===== config.mk =====
export PLATFORM = sky130hd
export DESIGN_NAME = regfile_writer_flat
export DESIGN_NICKNAME = d
export VERILOG_FILES = /design/src/rtl/regfile_writer_if.sv /design/src/rtl/regfile_writer.sv /design/src/flat_wrapper.sv
export SDC_FILE = /design/constraint.sdc
export NUM_CORES = 1
export LEC_CHECK = 0
export CAP_MARGIN = 30
export CORE_MARGIN = 2
export CORE_UTILIZATION = 40
export CTS_CLUSTER_DIAMETER = 50
export DETAILED_ROUTE_END_ITERATION = 8
export DONT_BUFFER_PORTS = 1
export MAX_ROUTING_LAYER = met4
export SKIP_LAST_GASP = 1
export SLEW_MARGIN = 0
export SYNTH_ARGS = -nofsm -noshare
export SYNTH_HDL_FRONTEND = slang
export SYNTH_SLANG_ARGS = --single-unit
export TNS_END_PERCENT = 30

===== constraint.sdc =====
create_clock -name clk -period 3.09 [get_ports clk]
set_clock_uncertainty 0.15 [all_clocks]
set_input_delay 0.4635 -clock clk [delete_from_list [all_inputs] [get_ports clk]]
set_output_delay 0.4635 -clock clk [all_outputs]
set_load 0.02 [all_outputs]

===== src/rtl/regfile_writer_if.sv =====
// rtl/regfile_writer_if.sv - writeback request, register-file write port and forwarding lookup bundle
`ifndef WORD
`define WORD 32
`endif

interface regfile_writer_if;
  logic              wb_valid;
  logic              wb_ready;
  logic [4:0]        wb_reg;
  logic [`WORD-1:0]  wb_data;
  logic              drain_en;
  logic              flush;
  logic [4:0]        write_register;
  logic [`WORD-1:0]  write_data;
  logic              reg_write;
  logic [4:0]        fwd_reg;
  logic              fwd_hit;
  logic [`WORD-1:0]  fwd_data;
  logic [3:0]        pending;

  modport master (
    output wb_valid, wb_reg, wb_data, drain_en, flush, fwd_reg,
    input  wb_ready, write_register, write_data, reg_write, fwd_hit, fwd_data, pending
  );

  modport slave (
    input  wb_valid, wb_reg, wb_data, drain_en, flush, fwd_reg,
    output wb_ready, write_register, write_data, reg_write, fwd_hit, fwd_data, pending
  );
endinterface


===== src/rtl/regfile_writer.sv =====
// rtl/regfile_writer.sv - in-order writeback FIFO feeding one register-file write port
// Optional youngest-match forwarding lookup enabled by defining FORWARD_EN.
`ifndef WORD
`define WORD 32
`endif

module regfile_writer #(
  parameter int DEPTH = 4
) (
  input logic              clk,
  input logic              rst_n,
  regfile_writer_if.slave  bus
);

  localparam int         PW      = (DEPTH > 1) ? $clog2(DEPTH) : 1;
  localparam logic [3:0] DEPTH_C = 4'(DEPTH);

  typedef enum logic {IDLE, DRAIN} state_t;

  state_t            state_q, state_d;
  logic [PW-1:0]     rd_ptr_q, rd_ptr_d, wr_ptr_q, wr_ptr_d;
  logic [3:0]        count_q, count_d;
  logic [4:0]        wreg_q, wreg_d;
  logic [`WORD-1:0]  wdata_q, wdata_d;
  logic              rw_q, rw_d;
  logic [4:0]        mem_reg  [DEPTH];
  logic [`WORD-1:0]  mem_data [DEPTH];
  logic              accept, enq, push, pop;

  assign bus.wb_ready       = (count_q < DEPTH_C) && !bus.flush;
  assign accept             = bus.wb_valid && bus.wb_ready;
  // XZR writes are acknowledged but have no architectural effect
  assign enq                = accept && (bus.wb_reg != 5'd31);
  assign bus.write_register = wreg_q;
  assign bus.write_data     = wdata_q;
  assign bus.reg_write      = rw_q;
  assign bus.pending        = count_q;

  always_comb begin
    state_d  = state_q;
    rd_ptr_d = rd_ptr_q;
    wr_ptr_d = wr_ptr_q;
    count_d  = count_q;
    wreg_d   = wreg_q;
    wdata_d  = wdata_q;
    rw_d     = 1'b0;
    push     = 1'b0;
    pop      = 1'b0;
    if (bus.flush) begin
      state_d  = IDLE;
      rd_ptr_d = '0;
      wr_ptr_d = '0;
      count_d  = '0;
    end else begin
      if (bus.drain_en && state_q == DRAIN) begin
        wreg_d   = mem_reg[rd_ptr_q];
        wdata_d  = mem_data[rd_ptr_q];
        rw_d     = 1'b1;
        pop      = 1'b1;
        rd_ptr_d = rd_ptr_q + PW'(1);
      end else if (bus.drain_en && enq) begin
        // empty queue: the incoming request goes straight to the write port
        wreg_d  = bus.wb_reg;
        wdata_d = bus.wb_data;
        rw_d    = 1'b1;
      end
      if (enq && !(bus.drain_en && state_q == IDLE)) begin
        push     = 1'b1;
        wr_ptr_d = wr_ptr_q + PW'(1);
      end
      count_d = count_q + 4'(push) - 4'(pop);
      state_d = (count_d != 4'd0) ? DRAIN : IDLE;
    end
  end

  always_ff @(posedge clk or negedge rst_n) begin
    if (!rst_n) begin
      state_q  <= IDLE;
      rd_ptr_q <= '0;
      wr_ptr_q <= '0;
      count_q  <= '0;
      wreg_q   <= '0;
      wdata_q  <= '0;
      rw_q     <= 1'b0;
    end else begin
      state_q  <= state_d;
      rd_ptr_q <= rd_ptr_d;
      wr_ptr_q <= wr_ptr_d;
      count_q  <= count_d;
      wreg_q   <= wreg_d;
      wdata_q  <= wdata_d;
      rw_q     <= rw_d;
    end
  end

  always_ff @(posedge clk) begin
    if (push) begin
      mem_reg[wr_ptr_q]  <= bus.wb_reg;
      mem_data[wr_ptr_q] <= bus.wb_data;
    end
  end

`ifdef FORWARD_EN
  logic             hit;
  logic [`WORD-1:0] hdata;
  logic [PW-1:0]    idx;

  // scan oldest to youngest so the last match wins
  always_comb begin
    hit   = 1'b0;
    hdata = '0;
    idx   = '0;
    if (rw_q && wreg_q == bus.fwd_reg) begin
      hit   = 1'b1;
      hdata = wdata_q;
    end
    for (int i = 0; i < DEPTH; i++) begin
      idx = rd_ptr_q + PW'(i);
      if (4'(i) < count_q && mem_reg[idx] == bus.fwd_reg) begin
        hit   = 1'b1;
        hdata = mem_data[idx];
      end
    end
    if (bus.fwd_reg == 5'd31) begin
      hit   = 1'b0;
      hdata = '0;
    end
  end

  assign bus.fwd_hit  = hit;
  assign bus.fwd_data = hdata;
`else
  assign bus.fwd_hit  = 1'b0;
  assign bus.fwd_data = '0;
`endif

endmodule


===== src/flat_wrapper.sv =====
// flat-port wrapper written by rule: the top's interface ports become plain ports
module regfile_writer_flat 
#(
  parameter int DEPTH = 4
)
  (clk, rst_n, bus_wb_valid, bus_wb_reg, bus_wb_data, bus_drain_en, bus_flush, bus_fwd_reg, bus_wb_ready, bus_write_register, bus_write_data, bus_reg_write, bus_fwd_hit, bus_fwd_data, bus_pending);
  regfile_writer_if bus_i ();
  input logic clk;
  input logic rst_n;
  input wire logic [$bits(bus_i.wb_valid)-1:0] bus_wb_valid;
  input wire logic [$bits(bus_i.wb_reg)-1:0] bus_wb_reg;
  input wire logic [$bits(bus_i.wb_data)-1:0] bus_wb_data;
  input wire logic [$bits(bus_i.drain_en)-1:0] bus_drain_en;
  input wire logic [$bits(bus_i.flush)-1:0] bus_flush;
  input wire logic [$bits(bus_i.fwd_reg)-1:0] bus_fwd_reg;
  output wire logic [$bits(bus_i.wb_ready)-1:0] bus_wb_ready;
  output wire logic [$bits(bus_i.write_register)-1:0] bus_write_register;
  output wire logic [$bits(bus_i.write_data)-1:0] bus_write_data;
  output wire logic [$bits(bus_i.reg_write)-1:0] bus_reg_write;
  output wire logic [$bits(bus_i.fwd_hit)-1:0] bus_fwd_hit;
  output wire logic [$bits(bus_i.fwd_data)-1:0] bus_fwd_data;
  output wire logic [$bits(bus_i.pending)-1:0] bus_pending;
  assign bus_i.wb_valid = bus_wb_valid;
  assign bus_i.wb_reg = bus_wb_reg;
  assign bus_i.wb_data = bus_wb_data;
  assign bus_i.drain_en = bus_drain_en;
  assign bus_i.flush = bus_flush;
  assign bus_i.fwd_reg = bus_fwd_reg;
  assign bus_wb_ready = bus_i.wb_ready;
  assign bus_write_register = bus_i.write_register;
  assign bus_write_data = bus_i.write_data;
  assign bus_reg_write = bus_i.reg_write;
  assign bus_fwd_hit = bus_i.fwd_hit;
  assign bus_fwd_data = bus_i.fwd_data;
  assign bus_pending = bus_i.pending;
  regfile_writer #(.DEPTH(DEPTH)) u_core (.clk(clk), .rst_n(rst_n), .bus(bus_i));
endmodule

==> qor.txt, run 1 <==
R2R depth = 9
Worst-Skew Late Latency = 0.43 ns
IO Port Bufs = 0
global-route wire length before repair = 22700 um
CP Class = register to register
CP startpoint kind = register
Leak = 0.00327 uW
row cnt = 51
leading area contributor after synthesis = edfxtp_1
Hold Crit Class = input port to register
max-slew violations = 0
RSZ-0062 raised after global routing = no
placement-stage cell area = 8280 um^2
Cell Pwr Density = 798 nW/um^2
core area = 19500 um^2
RR Startpoint = u_core.bus.pending[2]$_DFF_PN0_
DR pass1 iterations = 4
data arrival time of the worst path = 2.76 ns
Critical Path Max Stage Delay = 0.45 ns
period utilization = 84.7%
CTS resizes = 0
post-synthesis cell type count = 29
Die Span Y = 145 um
Tightest Pin Transition = 0.610 ns
Max transition margin = 59.2%
hold buffers post-CTS = 40
sequential-to-total area share from yosys stat = 70.2%
Nets = 520
Fin. Hold Viols = 0
kind of cell adding the most delay to the critical path = adder cells
root cell of the clock tree = clkbuf_16
CP most frequent cell = ha_1
post-route ant nets = 0
Reg clk slew, reported paths = 0.07 ns
hold path start = bus_flush
DR vias/cell = 4.98
dpl hpwl = 8230 um
post-DR wirelength/cell = 19.5 um
share of cells above drive strength 1 = 34.2%
Clock Path Buffers = 2
initial cell density of the core = 41.0%
Cells after Synth = 411
Yosys top cell area share = 55.5%
Layout area overhead = 16.6%
GR Util All Layers = 14.8%
worst path bufs/invs = 1
initial antenna violation count = 0
Max IR drop VDD = 0.464 mV
H-tree levels = 4
crit path capture = u_core.state_q$_DFF_PN0_
# setup viols final = 0
Worst R2R End = u_core.state_q$_DFF_PN0_
TritonCTS clock tree = yes
Synth area leaders = edfxtp_1 56%, dfrtp_1 15%, mux2_2 10%
Tot Pwr = 7450 uW
final instance area = 9330 um^2
n_diodes = 0
Final Critical Period = 2.62 ns
overflow left after global routing = 0
Critical Path Stages = 9
mean post-synth cell area = 19.5 um^2
routed vias = 3691
fmax = 382 MHz
crit-path cells = inv_1 -> ha_1 -> nand2_1 -> a31oi_2 -> and2_1 -> ha_1 -> fa_1 -> nor2_1 -> a31oi_1
Yosys warnings = 0
worst setup path start = u_core.bus.pending[2]$_DFF_PN0_
max reg flops = 128
TritonCTS buffer count = 17
clk sink count = 195
status = finished clean
required time worst endpoint = 3.24 ns
Worst path slowest cell = dfrtp_1
endpoint class of the critical path = register
vias in the first global route = 3986
crit-path max FO = 8
detailed router's first-iteration violation count = 244
Setup Buffers After CTS = 0
I/O pins = 123
GP Congestion = 0.713
Post-Syn Area = 8000 um^2
flops & latches, synth = 195
fin util = 47.8%
largest net degree at the start of global routing = 48
WL final = 14500 um
Max-Cap Viols = 0
Register-to-Register Setup Slack = 0.47 ns
fillers = 1688
Fin Setup TNS = 0 ns
Die X = 145 um
# DRC = 0
die area = 21200 um^2
-- how the worst min path moves through the flow --
stage	to	slack [ns]	depth (start not counted)
3_3_place_gp	u_core.bus.write_data[8]$_DFFE_PN0P_	0.02	0
6_report	u_core.wr_ptr_q[0]$_DFFE_PN0P_	0.06	2
4_1_cts	u_core.wr_ptr_q[0]$_DFFE_PN0P_	0.05	2
2_1_floorplan	u_core.bus.pending[0]$_DFF_PN0_	0.02	0
5_1_grt	u_core.wr_ptr_q[0]$_DFFE_PN0P_	0.04	2
3_5_place_dp	u_core.bus.write_data[8]$_DFFE_PN0P_	0.02	0
-- metal layers --
layer / vias to the layer above / routed length (um) / global-route usage (%) / part of all wire (%)
met2: 99 / 6830 / 22.1 / 47
li1: 1637 / - / - / -
met3: 17 / 762 / 4.42 / 5.3
met4: 0 / 201 / 5.20 / 1.4
met5: - / 0 / - / 0
met1: 1938 / 6680 / 19.6 / 46
-- report_power, final --
group | internal (uW) | leakage (uW) | total (uW) | switching (uW)
registers | 3210 | 0.00190 | 3810 | 606
clock network | 1330 | 0.000300 | 2290 | 955
logic | 758 | 0.00107 | 1340 | 586
total | 5300 | 0.00327 | 7450 | 2150
-- cell usage after synthesis --
cell type / number
a31oi_2: 1
buf_1: 1
o21ai_1: 1
buf_2: 9
buf_6: 2
buf_4: 33
nor2b_1: 4
a21oi_1: 2
mux2_2: 74
conb_1: 1
a31oi_1: 1
clkbuf_1: 5
a21o_1: 1
inv_1: 11
nand3_1: 3
and3_1: 5
nand2b_1: 1
mux4_2: 37
xor2_1: 2
o31ai_1: 1
nand2_1: 2
xnor2_1: 2
edfxtp_1: 148
dfrtp_1: 47
nor2_1: 5
and2_1: 1
fa_1: 1
ha_1: 9
o21ai_0: 1
-- cell usage in the layout (no fill, tap or decap), types with 2 or more instances in the layout --
cell / n
ha_1: 9
buf_4: 6
inv_6: 3
nor2b_1: 4
mux2_2: 74
clkbuf_8: 2
and3_2: 4
bufinv_16: 3
xor2_1: 2
dfrtp_1: 45
edfxtp_1: 148
buf_12: 5
clkinv_4: 3
nor2_1: 5
inv_1: 11
conb_1: 33
xnor2_1: 2
clkinvlp_4: 2
mux4_2: 37
dlygate4sd3_1: 39
clkbuf_16: 17
a21oi_1: 2
nand3_1: 3
-- cells by family (layout without fill, tap and decap cells) --
| group | after synthesis | in the layout | share of synthesized area [%] |
|---|---|---|---|
| buf+inv | 61 | 94 | 4.74 |
| mux | 111 | 111 | 20.8 |
| xor+xnor | 4 | 4 | 0.438 |
| other cells | 1 | 33 | 0.0469 |
| flops | 195 | 195 | 70.2 |
| fa+ha+maj | 10 | 10 | 1.66 |
| simple gates | 21 | 21 | 1.38 |
| compound gates | 8 | 8 | 0.672 |
-- layout make-up --
cell class                 count  area [um^2]  share of cell area, %
sequential                   195         5630                   60.3
multi-input combinational    187         2140                   23.0
timing repair buffer          51          563                   6.04
clock buffer                  20          457                   4.90
tap                          265          332                   3.55
clock inverter                12          169                   1.81
inverter                      11         41.3                  0.443
-- stage by stage --
step / cells / setup WS [ns] / hold slack [ns]
2_1_floorplan: 443 / 0.548 / 0.0179
3_3_place_gp: 669 / 0.588 / 0.0194
3_5_place_dp: 669 / 0.514 / 0.0193
4_1_cts: 741 / 0.490 / 0.0463
5_1_grt: 741 / 0.250 / 0.0365
6_report: 741 / 0.473 / 0.0632
Note: power is estimated with default switching activity, not from simulation.
==> run 2, diff against run 1 <==
clock period = 2.7 ns   (was 3.09 ns; I/O delays follow)
==> qor.txt, run 2 (same netlist as run 1, synthesis figures left out) <==
row cnt = 51
overflow left after global routing = 0
# setup viols final = 0
initial antenna violation count = 0
post-route ant nets = 0
vias in the first global route = 4161
Leak = 0.00327 uW
Clock Path Buffers = 2
required time worst endpoint = 2.84 ns
Worst path slowest cell = dfrtp_1
GP Congestion = 0.715
IO Port Bufs = 0
worst path bufs/invs = 1
die area = 21200 um^2
commonest non-fill, non-tap cell in the layout = edfxtp_1
Max-Cap Viols = 0
Tot Pwr = 8400 uW
Max transition margin = 58.1%
Worst R2R End = u_core.state_q$_DFF_PN0_
TritonCTS clock tree = yes
Fin Setup TNS = 0 ns
routed vias = 3726
Final Critical Period = 2.48 ns
data arrival time of the worst path = 2.62 ns
fillers = 1681
crit-path cells = inv_1 -> ha_1 -> nand2_1 -> a31oi_4 -> and2_1 -> ha_1 -> fa_1 -> nor2_1 -> a31oi_1
WL final = 14600 um
post-DR wirelength/cell = 19.5 um
status = finished clean
I/O pins = 123
RR Startpoint = u_core.bus.pending[2]$_DFF_PN0_
root cell of the clock tree = clkbuf_16
Register-to-Register Setup Slack = 0.22 ns
Reg clk slew, reported paths = 0.07 ns
global-route wire length before repair = 23400 um
core area = 19500 um^2
TritonCTS buffer count = 17
Cell Pwr Density = 903 nW/um^2
Critical Path Stages = 9
max reg flops = 128
endpoint class of the critical path = register
initial cell density of the core = 41.0%
period utilization = 91.9%
worst setup path start = u_core.bus.pending[2]$_DFF_PN0_
Nets = 524
kind of cell adding the most delay to the critical path = adder cells
R2R depth = 9
Hold Crit Class = input port to register
DR pass1 iterations = 4
leading cell types in the layout, fill and taps excluded = 148 x edfxtp_1, 74 x mux2_2, 45 x dfrtp_1
RSZ-0062 raised after global routing = no
Tightest Pin Transition = 0.628 ns
# DRC = 0
Fin. Hold Viols = 0
share of cells above drive strength 1 = 34.8%
DR vias/cell = 5.00
CP startpoint kind = register
Setup Buffers After CTS = 0
largest net degree at the start of global routing = 48
crit path capture = u_core.state_q$_DFF_PN0_
GR Util All Layers = 15.0%
n_diodes = 0
CP most frequent cell = ha_1
detailed router's first-iteration violation count = 165
Critical Path Max Stage Delay = 0.46 ns
dpl hpwl = 8480 um
Worst-Skew Late Latency = 0.42 ns
Die X = 145 um
fmax = 403 MHz
max-slew violations = 0
crit-path max FO = 8
clk sink count = 195
CP Class = register to register
H-tree levels = 4
Layout area overhead = 16.3%
Max IR drop VDD = 0.575 mV
Die Span Y = 145 um
[run 2: cell types whose count changed in the layout (fill, tap and decap cells not counted), sizes merged]
cell	before	now
inv	15	16
clkinv	3	5
clkbuf	20	18
buf	12	16
bufinv	3	2
[run 2: per-layer routing]
layer | track usage [%] | routed length [um] | up-vias
li1 | - | - | 1637
met1 | 18.8 | 6500 | 1965
met2 | 23.8 | 7170 | 108
met3 | 4.36 | 717 | 16
met4 | 4.71 | 167 | 0
met5 | - | 0 | -
[run 2: how the worst min path moves through the flow]
| stage | startpoint | endpoint | slack [ns] | cells past startpoint |
|---|---|---|---|---|
| 6_report | bus_flush | u_core.wr_ptr_q[1]$_DFFE_PN0P_ | 0.11 | 3 |
| 5_1_grt | bus_wb_data[30] | u_core.bus.write_data[30]$_DFFE_PN0P_ | 0.08 | 2 |
| 4_1_cts | bus_flush | u_core.wr_ptr_q[1]$_DFFE_PN0P_ | 0.08 | 3 |
| 3_5_place_dp | rst_n | u_core.bus.write_data[9]$_DFFE_PN0P_ | -0.04 | 0 |
| 3_3_place_gp | rst_n | u_core.bus.write_data[8]$_DFFE_PN0P_ | -0.04 | 0 |
| 2_1_floorplan | rst_n | u_core.bus.pending[0]$_DFF_PN0_ | -0.04 | 0 |
[run 2: timing repair]
item / in CTS / in global routing
hold endpoints to repair: 204 / 0
gates resized for setup: 0 / 1
hold buffers: 40 / 0
setup endpoints to repair: 0 / 1
[run 2: through the flow]
step           utilization, %  instance area (um^2)  hold slack (ns)  cells  worst slack, ns
5_1_grt                  47.7                  9310           0.0811    745           0.0320
2_1_floorplan               -                  8120          -0.0406    443            0.158
6_report                 47.7                  9310            0.106    745            0.218
3_5_place_dp             42.5                  8300          -0.0393    673            0.143
4_1_cts                  47.6                  9300           0.0812    745            0.107
3_3_place_gp             42.5                  8300          -0.0391    673            0.218
[run 2: area by class of cell]
cell class / instances / area [um^2] / share of cell area (%)
Sequential cell: 195 / 5630 / 60.4
Multi-Input combinational cell: 187 / 2150 / 23.1
Timing Repair Buffer: 55 / 581 / 6.24
Clock buffer: 18 / 429 / 4.61
Tap cell: 265 / 332 / 3.56
Clock inverter: 14 / 150 / 1.61
Inverter: 11 / 41.3 / 0.444
[run 2: power by group]
part | internal (uW) | total (uW) | switching (uW) | leakage [uW]
Combinational | 877 | 1610 | 729 | 0.00108
Sequential | 3670 | 4310 | 641 | 0.00190
Clock | 1380 | 2480 | 1100 | 0.000283
Total | 5930 | 8400 | 2480 | 0.00327
[run 2: worst reg2reg max path: cells and delay by family, from the launching register on]
kind,cells,cell delay (ns)
and+or+nand+nor,3,0.46
buffers and inverters,1,0.12
adders and majority gates,3,0.81
AOI/OAI and AO/OA,2,0.36
DFF,1,0.46
==> run 3, diff against run 2 <==
ABC_AREA = 1   (was unset)
CAP_MARGIN = 15   (was 30)
==> qor.txt, run 3 <==
status = finished clean
Max IR drop VDD = 0.496 mV
row cnt = 52
final instance area = 9540 um^2
die area = 21900 um^2
dpl hpwl = 9780 um
# setup viols final = 0
CTS resizes = 0
Cell Pwr Density = 874 nW/um^2
H-tree levels = 4
fraction of registers with async set/reset = 24.1%
post-route ant nets = 0
Fin Setup TNS = 0 ns
GR Util All Layers = 17.9%
leading area contributor after synthesis = edfxtp_1
EDFF count, synth = 148
fillers = 1836
Fin. Hold Viols = 0
max reg flops = 128
n_diodes = 0
clk sink count = 195
Cells after Synth = 792
worst setup path start = bus_flush
Storage cell area = 5620 um^2
Setup WS post-layout = 0.338 ns
Clock Path Buffers = 2
initial antenna violation count = 0
Worst-Skew Late Latency = 0.43 ns
required time worst endpoint = 2.86 ns
overflow left after global routing = 0
Leak = 0.00396 uW
Nets = 887
Die Span Y = 148 um
flops & latches, synth = 195
Worst Hold Margin = 0.0298 ns
TritonCTS clock tree = yes
Max-Cap Viols = 0
max-slew violations = 0
Die X = 148 um
leading cell types in the layout, fill and taps excluded = 346 x nand2_1, 148 x edfxtp_1, 117 x nand3_1
RSZ-0062 raised after global routing = no
largest net degree at the start of global routing = 76
TritonCTS buffer count = 17
Post-synth top cells = 347 x nand2_1, 148 x edfxtp_1, 117 x nand3_1
detailed router's first-iteration violation count = 401
CP Class = input port to register
sequential-to-total area share from yosys stat = 67.7%
top-count cell post-synth = nand2_1
GP Congestion = 0.707
core area = 20300 um^2
vias in the first global route = 5102
DR vias/cell = 4.76
I/O pins = 123
fin cells = 1113
commonest non-fill, non-tap cell in the layout = nand2_1
Synth area leaders = edfxtp_1 54%, nand2_1 16%, dfrtp_1 14%
mean post-synth cell area = 10.5 um^2
DR pass1 iterations = 7
Register-to-Register Setup Slack = 0.39 ns
IO Port Bufs = 0
ys flop type = edfxtp_1
# DRC = 0
Reg clk slew, reported paths = 0.07 ns
endpoint class of the critical path = register
period utilization = 87.5%
area of the multi-input gates = 2290 um^2
Yosys warnings = 0
Yosys top cell area share = 53.5%
R2R depth = 11
CP startpoint kind = input port
global-route wire length before repair = 28800 um
initial cell density of the core = 40.9%
share of cells above drive strength 1 = 7.24%
WL final = 18200 um
post-synthesis cell type count = 23
data arrival time of the worst path = 2.52 ns
placement-stage cell area = 8550 um^2
Layout area overhead = 14.8%
post-DR wirelength/cell = 16.4 um
Tightest Pin Transition = 0.831 ns
root cell of the clock tree = clkbuf_16
RR Startpoint = u_core.bus.pending[2]$_DFF_PN0_
Max transition margin = 44.6%
Hold Crit Class = input port to register
fmax = 423 MHz
Setup Buffers After CTS = 0
placed cells = 1041
Worst R2R End = u_core.state_q$_DFF_PN0_
Post-Syn Area = 8300 um^2
routed vias = 5294
crit-path max FO = 7
crit path capture = u_core.state_q$_DFF_PN0_
Place WS = 0.384 ns
Final Critical Period = 2.36 ns
[run 3: through the flow]
step / utilization (%) / total power [uW]
after floorplan: - / 5480
after global placement: 42.1 / 5890
after detailed placement: 42.1 / 5920
after CTS: 47.0 / 8440
after global routing: 47.0 / 8860
final: 47.0 / 8340
[run 3: worst min path at each step]
stage	startpoint	to	slack, ns	cells past startpoint
3_3_place_gp	rst_n	u_core.bus.write_data[10]$_DFFE_PN0P_	-0.04	0
2_1_floorplan	rst_n	u_core.bus.pending[0]$_DFF_PN0_	-0.04	0
6_report	bus_wb_data[2]	u_core.bus.write_data[2]$_DFFE_PN0P_	0.03	4
3_5_place_dp	rst_n	u_core.bus.write_data[10]$_DFFE_PN0P_	-0.04	0
5_1_grt	bus_wb_data[4]	u_core.bus.write_data[4]$_DFFE_PN0P_	0.03	4
4_1_cts	bus_wb_data[2]	u_core.bus.write_data[2]$_DFFE_PN0P_	0.01	4
[run 3: layout make-up]
cell class / count / area share [%]
inverters: 28 / 1.10
well taps: 270 / 3.54
repair buffers: 59 / 6.40
clock inverters: 9 / 1.12
flip-flops and latches: 195 / 59.0
clock buffers: 23 / 4.80
multi-input cells: 529 / 24.1
[run 3: kinds of logic after synthesis]
kind of cell / Yosys count / synth area share (%)
other: 1 / 0.0452
and+or+nand+nor: 479 / 23.5
AOI/OAI and AO/OA: 6 / 0.407
DFF: 195 / 67.7
buffers and inverters: 100 / 6.61
adders and majority gates: 10 / 1.60
xor gates and xnor gates: 1 / 0.105
[run 3: where the power goes]
part           leakage, uW  switching (uW)  internal (uW)  total [uW]
Combinational      0.00176            1130            566        1700
Clock             0.000269            1030           1390        2420
Sequential         0.00193             589           3630        4220
[run 3: repair_timing]
action,4_1_cts,5_1_grt
endpoints found under the hold margin,202,0
hold buffers,40,0
endpoints found under the setup margin,0,0
[run 3: critical path: stages]
cell and delay [ns]:
dlygate4sd3_1 0.65, inv_2 0.15, nand2_2 0.07, nor2_2 0.10
nand3_1 0.11, inv_1 0.10, ha_1 0.20, fa_1 0.44
nor3_1 0.20, a21oi_1 0.09
[run 3: layer usage]
metal	vias to the layer above	wire length, um	GRT usage (%)
li1	2627	-	-
met1	2463	8170	24.6
met2	188	8430	26.6
met3	16	1450	4.63
met4	0	191	4.90
met5	-	0	-
